File: src/rtl/layer_pkg.sv
// Shared widths and the writer state encoding for the layer output-buffer writers.
package layer_pkg;

    localparam int ACC_W  = 32;
    localparam int ACT_W  = 8;
    localparam int BUF_AW = 5;

    typedef enum logic [1:0] {
        IDLE   = 2'd0,
        ACCEPT = 2'd1,
        DRAIN  = 2'd2,
        DONE   = 2'd3
    } wr_state_e;

endpackage

File: src/rtl/quant_relu_sat.sv
// ReLU, right-shift requantisation and saturation of one signed accumulator.
// Define L4W_ROUND_EN to round half up before the shift instead of truncating.
module quant_relu_sat
    import layer_pkg::*;
#(
    parameter int SHIFT   = 7,
    parameter int OUT_MAX = 127
) (
    input  logic signed [ACC_W-1:0] acc,
    output logic        [ACT_W-1:0] act
);

    localparam logic [ACC_W:0] SAT = (ACC_W+1)'(OUT_MAX);
`ifdef L4W_ROUND_EN
    localparam logic [ACC_W:0] HALF = (ACC_W+1)'(1) << (SHIFT - 1);
`endif

    // One spare bit keeps the rounding add from wrapping, so an overflowing
    // sum lands in the saturation branch instead of going negative.
    logic [ACC_W:0] biased;
    logic [ACC_W:0] scaled;

    // NOTE: every output of a combinational block gets a value on every path,
    // otherwise synthesis infers a latch to hold the old one.
    always_comb begin
        biased = {1'b0, acc};
`ifdef L4W_ROUND_EN
        biased = biased + HALF;
`endif
        scaled = biased >> SHIFT;
        if (acc[ACC_W-1]) begin
            act = '0;
        end else if (scaled > SAT) begin
            act = SAT[ACT_W-1:0];
        end else begin
            act = scaled[ACT_W-1:0];
        end
    end

endmodule

File: src/rtl/layer4_obuf_writer.sv
// Layer-4 activation buffer writer: quantises LANES accumulators per handshake and
// serialises them into single-port buffer writes. Rounding mode set by L4W_ROUND_EN.
module layer4_obuf_writer
    import layer_pkg::*;
#(
    parameter int LANES   = 4,
    parameter int DEPTH   = 32,
    parameter int SHIFT   = 7,
    parameter int OUT_MAX = 127
) (
    input  logic                    clk_i,
    input  logic                    rstn_i,
    input  logic                    start_i,
    input  logic                    acc_valid_i,
    output logic                    acc_ready_o,
    input  logic [LANES*ACC_W-1:0]  acc_data_i,
    output logic                    buf_en_o,
    output logic                    buf_wen_o,
    output logic [BUF_AW-1:0]       buf_addr_o,
    output logic [ACT_W-1:0]        buf_din_o,
    output logic                    frame_done_o,
    output logic                    busy_o
);

    localparam int                LANE_W    = (LANES > 1) ? $clog2(LANES) : 1;
    localparam logic [LANE_W-1:0] LAST_LANE = LANE_W'(LANES - 1);
    localparam logic [BUF_AW-1:0] LAST_ADDR = BUF_AW'(DEPTH - 1);

    wr_state_e         state_q, state_d;
    logic [BUF_AW-1:0] addr_q, addr_d;
    logic [LANE_W-1:0] lane_q, lane_d;
    logic [ACT_W-1:0]  act_lane [LANES];
    logic [ACT_W-1:0]  act_q    [LANES];
    logic              accept;
    logic              drain;

    // Quantise on the way in so only ACT_W bits per lane are held during DRAIN.
    for (genvar l = 0; l < LANES; l++) begin : g_lane
        quant_relu_sat #(
            .SHIFT   (SHIFT),
            .OUT_MAX (OUT_MAX)
        ) u_quant (
            .acc (acc_data_i[l*ACC_W +: ACC_W]),
            .act (act_lane[l])
        );
    end

    // start_i outranks a simultaneous bundle, so the handshake is masked by it.
    assign accept = (state_q == ACCEPT) && acc_valid_i && !start_i;
    assign drain  = (state_q == DRAIN);

    always_comb begin
        state_d = state_q;
        addr_d  = addr_q;
        lane_d  = lane_q;
        case (state_q)
            IDLE: ;
            ACCEPT: begin
                if (accept) begin
                    state_d = DRAIN;
                    lane_d  = '0;
                end
            end
            DRAIN: begin
                addr_d = addr_q + 1'b1;
                lane_d = lane_q + 1'b1;
                if (lane_q == LAST_LANE) begin
                    lane_d  = '0;
                    state_d = (addr_q == LAST_ADDR) ? DONE : ACCEPT;
                end
            end
            DONE:    state_d = IDLE;
            default: state_d = IDLE;
        endcase
        if (start_i) begin
            state_d = ACCEPT;
            addr_d  = '0;
            lane_d  = '0;
        end
    end

    // NOTE: registers use non-blocking assignment so every flop samples the
    // values from before the edge, independent of statement order.
    always_ff @(posedge clk_i or negedge rstn_i) begin
        if (!rstn_i) begin
            state_q <= IDLE;
            addr_q  <= '0;
            lane_q  <= '0;
        end else begin
            state_q <= state_d;
            addr_q  <= addr_d;
            lane_q  <= lane_d;
        end
    end

    // NOTE: the lane holding registers carry no reset; they are only read in
    // DRAIN, which is always preceded by a capture.
    always_ff @(posedge clk_i) begin
        if (accept) begin
            act_q <= act_lane;
        end
    end

    assign acc_ready_o  = (state_q == ACCEPT);
    assign busy_o       = (state_q != IDLE);
    assign buf_en_o     = drain;
    assign buf_wen_o    = drain;
    assign buf_addr_o   = drain ? addr_q : '0;
    assign buf_din_o    = drain ? act_q[lane_q] : '0;
    // An abort landing on the DONE cycle suppresses the completion pulse.
    assign frame_done_o = (state_q == DONE) && !start_i;

endmodule

File: config.mk
export PLATFORM = sky130hd
export DESIGN_NAME = layer4_obuf_writer
export DESIGN_NICKNAME = d
export VERILOG_FILES = /design/src/rtl/layer_pkg.sv /design/src/rtl/quant_relu_sat.sv /design/src/rtl/layer4_obuf_writer.sv
export SDC_FILE = /design/constraint.sdc
export NUM_CORES = 1
export LEC_CHECK = 0
export CORE_ASPECT_RATIO = 1.2
export CORE_MARGIN = 8
export CORE_UTILIZATION = 36
export DETAILED_ROUTE_END_ITERATION = 7
export GPL_TIMING_DRIVEN = 0
export MAX_ROUTING_LAYER = met4
export PLACE_DENSITY = 0.83
export SYNTH_ARGS = -nofsm -noshare
export SYNTH_HDL_FRONTEND = slang
export SYNTH_SLANG_ARGS = --single-unit
File: constraint.sdc
create_clock -name clk_i -period 6 [get_ports clk_i]
set_input_delay 1.2 -clock clk_i [delete_from_list [all_inputs] [get_ports clk_i]]
set_output_delay 1.2 -clock clk_i [all_outputs]
set_load 0.01 [all_outputs]
==> results of run 1 <==
[power by group]
group | switching, mW | internal (mW) | total (mW) | leakage, nW
clock | 0.0840 | 0.0825 | 0.167 | 0.0395
sequential | 0.00357 | 0.319 | 0.322 | 0.416
combinational | 0.0394 | 0.0814 | 0.121 | 0.873
total | 0.127 | 0.483 | 0.610 | 1.33
[Yosys cell counts, types with 3 or more instances]
| cell type | instances |
|---|---|
| a21oi_1 | 20 |
| mux4_2 | 8 |
| edfxtp_1 | 32 |
| or4_4 | 4 |
| inv_1 | 18 |
| nand3b_1 | 3 |
| ha_1 | 3 |
| nand2_1 | 5 |
| or4_1 | 6 |
| a31oi_1 | 14 |
| clkbuf_1 | 13 |
| nor4_1 | 6 |
| nor2_1 | 4 |
| nor3_1 | 15 |
| and3_1 | 3 |
| dfrtp_1 | 9 |
| and2_1 | 12 |
[worst reg2reg max path, stage by stage (launching register included)]
cell      delay, ps
dfrtp_1         390
clkbuf_1        230
nor4b_2         810
buf_4           300
buf_4           200
[cells by family after synthesis]
kind of cell / share of synthesized area [%]
AOI/OAI and AO/OA: 9.676
xor gates and xnor gates: 0.7698
adders and majority gates: 1.649
buffers and inverters: 6.652
DFF: 52.12
muxes: 7.916
other: 0.1648
and+or+nand+nor: 21.06
[cell type report]
cell class	count	area share (%)
timing repair buffer	120	32.53
sequential	41	32.32
multi-input combinational	126	26.05
tap	82	2.796
buffer	17	2.284
clock buffer	8	2.182
inverter	18	1.841
[flip-flops by register name, indices dropped and copies added, names as in the netlist]
signal	cells
lane_q	2
act_q	32
addr_q	5
state_q	2
[stage by stage]
| stage | cell area, um^2 | setup WS, ps | power [mW] |
|---|---|---|---|
| 2_1_floorplan | 2287 | 697.6 | 0.3655 |
| 3_3_place_gp | 3561 | -672.8 | 0.4452 |
| 3_5_place_dp | 3590 | 2021 | 0.4505 |
| 4_1_cts | 3670 | 2017 | 0.6167 |
| 5_1_grt | 3670 | 1932 | 0.6344 |
| 6_report | 3670 | 2018 | 0.6095 |
[routing by layer]
metal	routed length, um	vias to the layer above
met5	0	-
met4	58	0
met3	329	8
met2	3661	87
met1	2354	937
li1	-	1002
[worst paths after layout]
kind / slack, ps / startpoint / end
worst max-delay path: 2020 / start_i / frame_done_o
worst min-delay path: 550 / addr_q[4]$_DFFE_PN0P_ / addr_q[4]$_DFFE_PN0P_
worst max register to register: 3780 / state_q[1]$_DFFE_PN0P_ / act_q[16]$_SDFFCE_PP0P_
worst min register to register: 550 / addr_q[4]$_DFFE_PN0P_ / addr_q[4]$_DFFE_PN0P_
max in group asynchronous: 4510 / rstn_i / lane_q[1]$_DFFE_PN0P_
min in group asynchronous: 1200 / rstn_i / state_q[1]$_DFFE_PN0P_
==> metrics.cfg, run 1 <==
[status]
outcome=finished, final reports clean

[synth]
ys.flop_type=edfxtp_1
yosys_warnings=0
netlist.area_leader.share_pct=42.22
syn_area_um2=2276
synth-edff-count=32
ys_ff_latch=41
yosys.area.top_type=edfxtp_1
avgSynthCellArea_um2=11.44
async_flop_share_pct=21.95
syn-instance-count=199
yosysSeqAreaShare_pct=52.12
yosysUniqueCellTypes=35
synthTopCellsByArea=edfxtp_1, dfrtp_1, mux4_2, a21oi_1, a31oi_1

[global_route]
grtUsageMet1_pct=14.18
grt_pass1_vias=2322
overflow=0
grtUsageMet3_pct=3.190
grt_start_max_net_pins=12
grt_usage_pct=14.73
antenna_found_initial=0
grt_first_pass_wirelength_um=10090
top_usage_layer=met2
grt_use_met2_pct=28.61

[route]
drtAntennaViolNets=0
post_drt_wl_per_cell_um=15.54
drc=0
wl_um=6404
drt_iter0_drc=79
vias_per_cell=4.937
dr.pass1.iters=4
vias=2034

[die]
core_area_um2=6090
die_x_um=88.59
num_io_pins=150
die-area_um2=9133
initial_core_util_pct=37.37
rows=31
die_h_um=103.1

[sta]
rsz0062_at_grt=no
maxSlewViolCount=0
setup_violations=0
fin_setup_tns_ps=0
maxSlewHeadroom_pct=44.09
tightest_slew_ps=836.5
fmax_mhz=251.1
period_needed_ps=3982
fin_crit_sh_pct=66.37
clock_skew_ps=7.101
finalHoldViolations=0
holdWs_ps=551.1

[cells_and_area]
layout_commonest_cell=clkdlybuf4s50_1
num_antenna_cells=0
fillers=531
instances_no_fill=412
multi_input_area_um2=955.9
seqCellArea_um2=1186
area_growth_pct=61.24
drive_gt1_share_pct=9.697
nNetsFinal=464
final_cell_mix=clkdlybuf4s50_1, edfxtp_1, a21oi_1
post-route-util_pct=60.26

[power]
power_density_nw_per_um2=166.1
p_leak_nw=1.329
ir_drop_mv=0.08607

[cts]
clk_latency_ps=290
postCtsSetupRepairBufs=0
tritoncts=built
cts_hold_buffers=0
cts-root-buf=clkbuf_8
cts_buffers=5
htree_num_levels=2
clkTransAtPathRegs_ps=70
cts.path.max_buffers=2
cts.sinks=41
cts_resized=0

[place]
place_hpwl_um=5663
port_buffers=117
dp_cells=404
routabilityCongestion=0.8446

[setup_path]
crit_arrival_ps=2780
r2r_cells=4
cp_common_cell=clkdlybuf4s50_1
slowest_stage=clkdlybuf4s50_1
cp.depth=4
critPathMaxFanout=10
cp-end-kind=primary output
path_buf_inv=3
worstSetupStartpointType=input pin
crit_family=buffers and inverters
slowest_delay_ps=490
crit_chain=clkdlybuf4s50_1 > clkbuf_1 > and3b_1 > clkdlybuf4s50_1
critPathKind=input pin to primary output
cp_data_required_time_ps=4800

[hold_path]
hold_path.class=flop to flop
hold_depth=2

[flow_run]
cap_violations=0

Note: power is estimated with default switching activity, not from simulation.
==> inputs of run 2 (changes only) <==
--- a/config.mk
+++ b/config.mk
@@ -7,11 +7,11 @@
 export LEC_CHECK = 0
 export CORE_ASPECT_RATIO = 1.2
 export CORE_MARGIN = 8
-export CORE_UTILIZATION = 36
+export CORE_UTILIZATION = 33
 export DETAILED_ROUTE_END_ITERATION = 7
 export GPL_TIMING_DRIVEN = 0
 export MAX_ROUTING_LAYER = met4
-export PLACE_DENSITY = 0.83
+export PLACE_DENSITY = 0.81
 export SYNTH_ARGS = -nofsm -noshare
 export SYNTH_HDL_FRONTEND = slang
 export SYNTH_SLANG_ARGS = --single-unit
==> constraint.sdc (replaced) <==
create_clock -name clk_i -period 3.6 [get_ports clk_i]
set_input_delay 0.72 -clock clk_i [delete_from_list [all_inputs] [get_ports clk_i]]
set_output_delay 0.72 -clock clk_i [all_outputs]
set_load 0.01 [all_outputs]
==> run 2 against run 1 <==
Against the previous run:
- non-clock buffer count fell by 1
- largest power group unchanged
- power rose by 79%
- register-to-register slack got worse by 2100 ps
- clock-buffer cell count fell by 2
- sequential share of layout area fell by 0.40 points
- cell area rose by 1.3%
==> metrics.cfg, run 2 (same netlist as run 1, synthesis figures left out) <==
[die]
initial_core_util_pct=33.61
rows=33
die_x_um=91.81
die_h_um=107.0
die-area_um2=9821
core_area_um2=6771
num_io_pins=150

[cells_and_area]
final_cell_mix=clkdlybuf4s50_1, edfxtp_1, a21oi_1
drive_gt1_share_pct=10.03
num_antenna_cells=0
largest-register=act_q
top_regs=act_q x32, addr_q x5
largest_reg_flops=32
area_growth_pct=63.28
nNetsFinal=463
layout_commonest_cell=clkdlybuf4s50_1

[route]
vias=2045
vias_per_cell=4.916
dr.pass1.iters=4
drc=0
drt_iter0_drc=114
wl_um=6150
post_drt_wl_per_cell_um=14.78
drtAntennaViolNets=0

[setup_path]
r2r_slack_ps=1720
crit_arrival_ps=2350
crit_family=buffers and inverters
slowest_delay_ps=500
r2r_end=act_q[18]$_SDFFCE_PP0P_
cp_data_required_time_ps=2880
crit_chain=clkdlybuf4s50_1 > clkbuf_1 > and3b_1 > clkdlybuf4s50_1
path_buf_inv=3
crit_end=frame_done_o
worstSetupStartpointType=input pin
r2r_cells=4
cp-end-kind=primary output
r2r-start=state_q[1]$_DFFE_PN0P_
cp_common_cell=clkdlybuf4s50_1
critPathKind=input pin to primary output
startpoint=start_i
slowest_stage=clkdlybuf4s50_1
critPathMaxFanout=10
cp.depth=4

[power]
pwr-share-clk_pct=32.3
intPower_mw=0.8732
combPwrFrac_pct=18.5
p_switching_mw=0.2185
p_leak_nw=1.348
power_density_nw_per_um2=293.8
power_mw=1.092
seqPwrFrac_pct=49.2
ir_drop_mv=0.1455
switching_share_pct=20.01

[sta]
period_needed_ps=3071
maxSlewViolCount=0
fin_ws_ps=529.0
tightest_slew_ps=511.8
fin_crit_sh_pct=85.31
fmax_mhz=325.6
setup_violations=0
finalHoldViolations=0
maxSlewHeadroom_pct=65.88
rsz0062_at_grt=no
clock_skew_ps=5.538

[cts]
clk_latency_ps=290
cts_buffers=5
htree_num_levels=2
cts_resized=0
tritoncts=built
cts.path.max_buffers=2
postCtsSetupRepairBufs=0
cts.sinks=41
cts_hold_buffers=0
cts-root-buf=clkbuf_8
clkTransAtPathRegs_ps=70

[place]
place_hpwl_um=5326
pre_cts_slack_ps=552.6
port_buffers=117
routabilityCongestion=0.8701

[global_route]
antenna_found_initial=0
grt_first_pass_wirelength_um=10170
grt_start_max_net_pins=16
grt_usage_pct=13.16
overflow=0
grt_pass1_vias=2262

[hold_path]
hold_path.class=flop to flop

[status]
outcome=finished, final reports clean

[flow_run]
cap_violations=0

run 2: cell types whose count changed in the layout (fill, tap and decap cells not counted), sizes merged:
cell	delta
clkbuf	-2
buf	-1
bufinv	+1
clkinv	+1
run 2: worst min path at each step:
stage,start,endpoint,slack [ps],cells past startpoint
6_report,addr_q[4]$_DFFE_PN0P_,addr_q[4]$_DFFE_PN0P_,550,2
4_1_cts,addr_q[4]$_DFFE_PN0P_,addr_q[4]$_DFFE_PN0P_,550,2
5_1_grt,addr_q[4]$_DFFE_PN0P_,addr_q[4]$_DFFE_PN0P_,580,2
3_5_place_dp,addr_q[4]$_DFFE_PN0P_,addr_q[4]$_DFFE_PN0P_,540,2
2_1_floorplan,rstn_i,addr_q[0]$_DFFE_PN0P_,420,0
3_3_place_gp,addr_q[4]$_DFFE_PN0P_,addr_q[4]$_DFFE_PN0P_,530,2
run 2: cell type report:
type                            instances  area, um^2
Sequential cell                        41        1186
Tap cell                               87       108.9
Clock inverter                          2       35.03
Buffer                                 17       83.83
Timing Repair Buffer                  119        1197
Inverter                               18       67.56
Fill cell                             579        3055
Multi-Input combinational cell        126       964.7
Clock buffer                            6       72.57
run 2: routing by layer:
layer / track usage (%) / up-vias / wire, um
met5: - / - / 0
met4: 3.114 / 0 / 53
met3: 3.215 / 7 / 352
met2: 23.71 / 88 / 3304
met1: 14.24 / 945 / 2440
li1: - / 1005 / -
run 2: metrics by stage:
stage	utilization [%]	instances	hold WS (ps)	setup TNS, ps	cell area (um^2)
global route	54.88	416	582.1	0	3716
floorplan	-	202	424.4	0	2293
CTS	54.88	416	553.5	0	3716
global placement	52.77	406	528.9	-19520	3573
detailed placement	53.29	408	543.4	0	3608
finish	54.88	416	548.3	0	3716
run 2: worst register-to-register path, stage by stage (launching register included):
cell and delay [ps]:
dfrtp_1 390, clkbuf_1 230, nor4b_4 540, buf_6 240, buf_8 180
run 2: power groups by stage:
stage          registers, mW  logic (mW)  clock network, mW
2_1_floorplan          0.545      0.0637                  0
4_1_cts                0.537       0.204              0.363
5_1_grt                0.539       0.220              0.381
3_3_place_gp           0.548       0.193                  0
6_report               0.537       0.202              0.352
3_5_place_dp           0.548       0.203                  0
==> inputs of run 3 (changes only) <==
--- a/config.mk
+++ b/config.mk
@@ -10,7 +10,6 @@
 export CORE_UTILIZATION = 33
 export DETAILED_ROUTE_END_ITERATION = 7
 export GPL_TIMING_DRIVEN = 0
-export MAX_ROUTING_LAYER = met4
 export PLACE_DENSITY = 0.81
 export SYNTH_ARGS = -nofsm -noshare
 export SYNTH_HDL_FRONTEND = slang
==> run 3 against run 2 <==
Against the previous run:
- routed wire length is essentially flat
- via count is essentially flat
- core utilization is the same
- combinational power is essentially flat
- hold slack is essentially flat
- non-clock buffer count is the same
- clock skew shrank 1.9 ps
- clock power is essentially flat
- flip-flop and latch count is the same
- critical path depth is the same
==> metrics.cfg, run 3 (same netlist as run 1, synthesis figures left out) <==
[route]
post_drt_wl_per_cell_um=14.79
dr.pass1.iters=4
drtAntennaViolNets=0
drc=0
vias_per_cell=4.918
vias=2046
wl_um=6154
drt_iter0_drc=110

[setup_path]
crit_chain=clkdlybuf4s50_1 > clkbuf_1 > and3b_1 > clkdlybuf4s50_1
slowest_delay_ps=500
r2r-start=state_q[1]$_DFFE_PN0P_
slowest_stage=clkdlybuf4s50_1
r2r_cells=4
cp_common_cell=clkdlybuf4s50_1
path_buf_inv=3
critPathKind=input pin to primary output
crit_arrival_ps=2350
critPathMaxFanout=10
crit_family=buffers and inverters
cp_data_required_time_ps=2880
cp-end-kind=primary output
r2r_end=act_q[18]$_SDFFCE_PP0P_
worstSetupStartpointType=input pin
r2r_slack_ps=1720

[global_route]
grt_usage_pct=12.78
grtUsageMet1_pct=12.90
top_usage_layer=met2
overflow=0
antenna_found_initial=0
grt_start_max_net_pins=16
grtUsageMet3_pct=5.241
grt_pass1_vias=2263
grt_use_met2_pct=23.76
grt_first_pass_wirelength_um=10170

[die]
core_area_um2=6771
die_x_um=91.81
rows=33
die_h_um=107.0
initial_core_util_pct=33.61
num_io_pins=150
die-area_um2=9821

[sta]
fin_setup_tns_ps=0
fmax_mhz=325.3
fin_crit_sh_pct=85.39
fin_ws_ps=525.9
rsz0062_at_grt=no
finalHoldViolations=0
tightest_slew_ps=513.2
period_needed_ps=3074
setup_violations=0
maxSlewViolCount=0
maxSlewHeadroom_pct=65.79
holdWs_ps=548.6
clock_skew_ps=3.683

[cells_and_area]
largest-register=act_q
largest_reg_flops=32
top_regs=act_q x32, addr_q x5
layout_commonest_cell=clkdlybuf4s50_1
final_cell_mix=clkdlybuf4s50_1, edfxtp_1, a21oi_1
instances_no_fill=416
num_antenna_cells=0
post-route-util_pct=54.88
nNetsFinal=463
area_growth_pct=63.28
drive_gt1_share_pct=10.03

[hold_path]
hold_depth=2
worst_hold_path.endpoint=addr_q[4]$_DFFE_PN0P_
hold_path.class=flop to flop
hold_start=addr_q[4]$_DFFE_PN0P_

[place]
dp_cells=408
pre_cts_slack_ps=552.6
routabilityCongestion=0.8564
port_buffers=117
place_hpwl_um=5326

[cts]
cts.sinks=41
postCtsSetupRepairBufs=0
tritoncts=built
cts_resized=0
cts_hold_buffers=0
htree_num_levels=2
clkTransAtPathRegs_ps=70
cts_buffers=5
clk_latency_ps=280
cts-root-buf=clkbuf_8
cts.path.max_buffers=2

[power]
power_density_nw_per_um2=293.2
p_leak_nw=1.348
ir_drop_mv=0.1455

[status]
outcome=finished, final reports clean

[flow_run]
cap_violations=0

-- run 3: cell counts in the layout (fill, tap and decap cells not counted) --
No cell type changed its count.
-- run 3: power breakdown --
group	internal (mW)	switching (mW)	total (mW)
combinational	0.137	0.0656	0.202
sequential	0.531	0.00638	0.537
clock	0.206	0.144	0.350
-- run 3: cell type report --
class,count,area (um^2)
plain buffers,17,83.83
clock buffers,6,72.57
clock inverters,2,35.03
fillers,579,3055
inverters,18,67.56
multi-input cells,126,964.7
flip-flops and latches,41,1186
well taps,87,108.9
repair buffers,119,1197
-- run 3: worst max-delay path by stage --
stage | end | slack [ps] | start | cells past startpoint
after global placement | act_q[31]$_SDFFCE_PP0P_ | -610 | start_i | 3
after floorplan | act_q[0]$_SDFFCE_PP0P_ | 370 | start_i | 2
after detailed placement | frame_done_o | 550 | start_i | 4
after global routing | frame_done_o | 440 | start_i | 4
after CTS | frame_done_o | 540 | start_i | 4
final | frame_done_o | 530 | start_i | 4
-- run 3: metrics by stage --
stage                     power, mW  instance area [um^2]
after floorplan              0.6089                  2293
final                         1.090                  3716
after global placement       0.7413                  3573
after CTS                     1.104                  3716
after global routing          1.138                  3716
after detailed placement     0.7514                  3608
-- run 3: tightest hold or removal path, cell delays in order, from the launching register on --
cell and delay [ps]:
dfrtp_1 400, nand2_1 60, a21oi_1 60
-- run 3: metal layers --
metal	part of all wire, %	wire (um)
met2	54	3353
met4	0.68	42
met1	36	2196
met3	9.1	562
met5	0	0
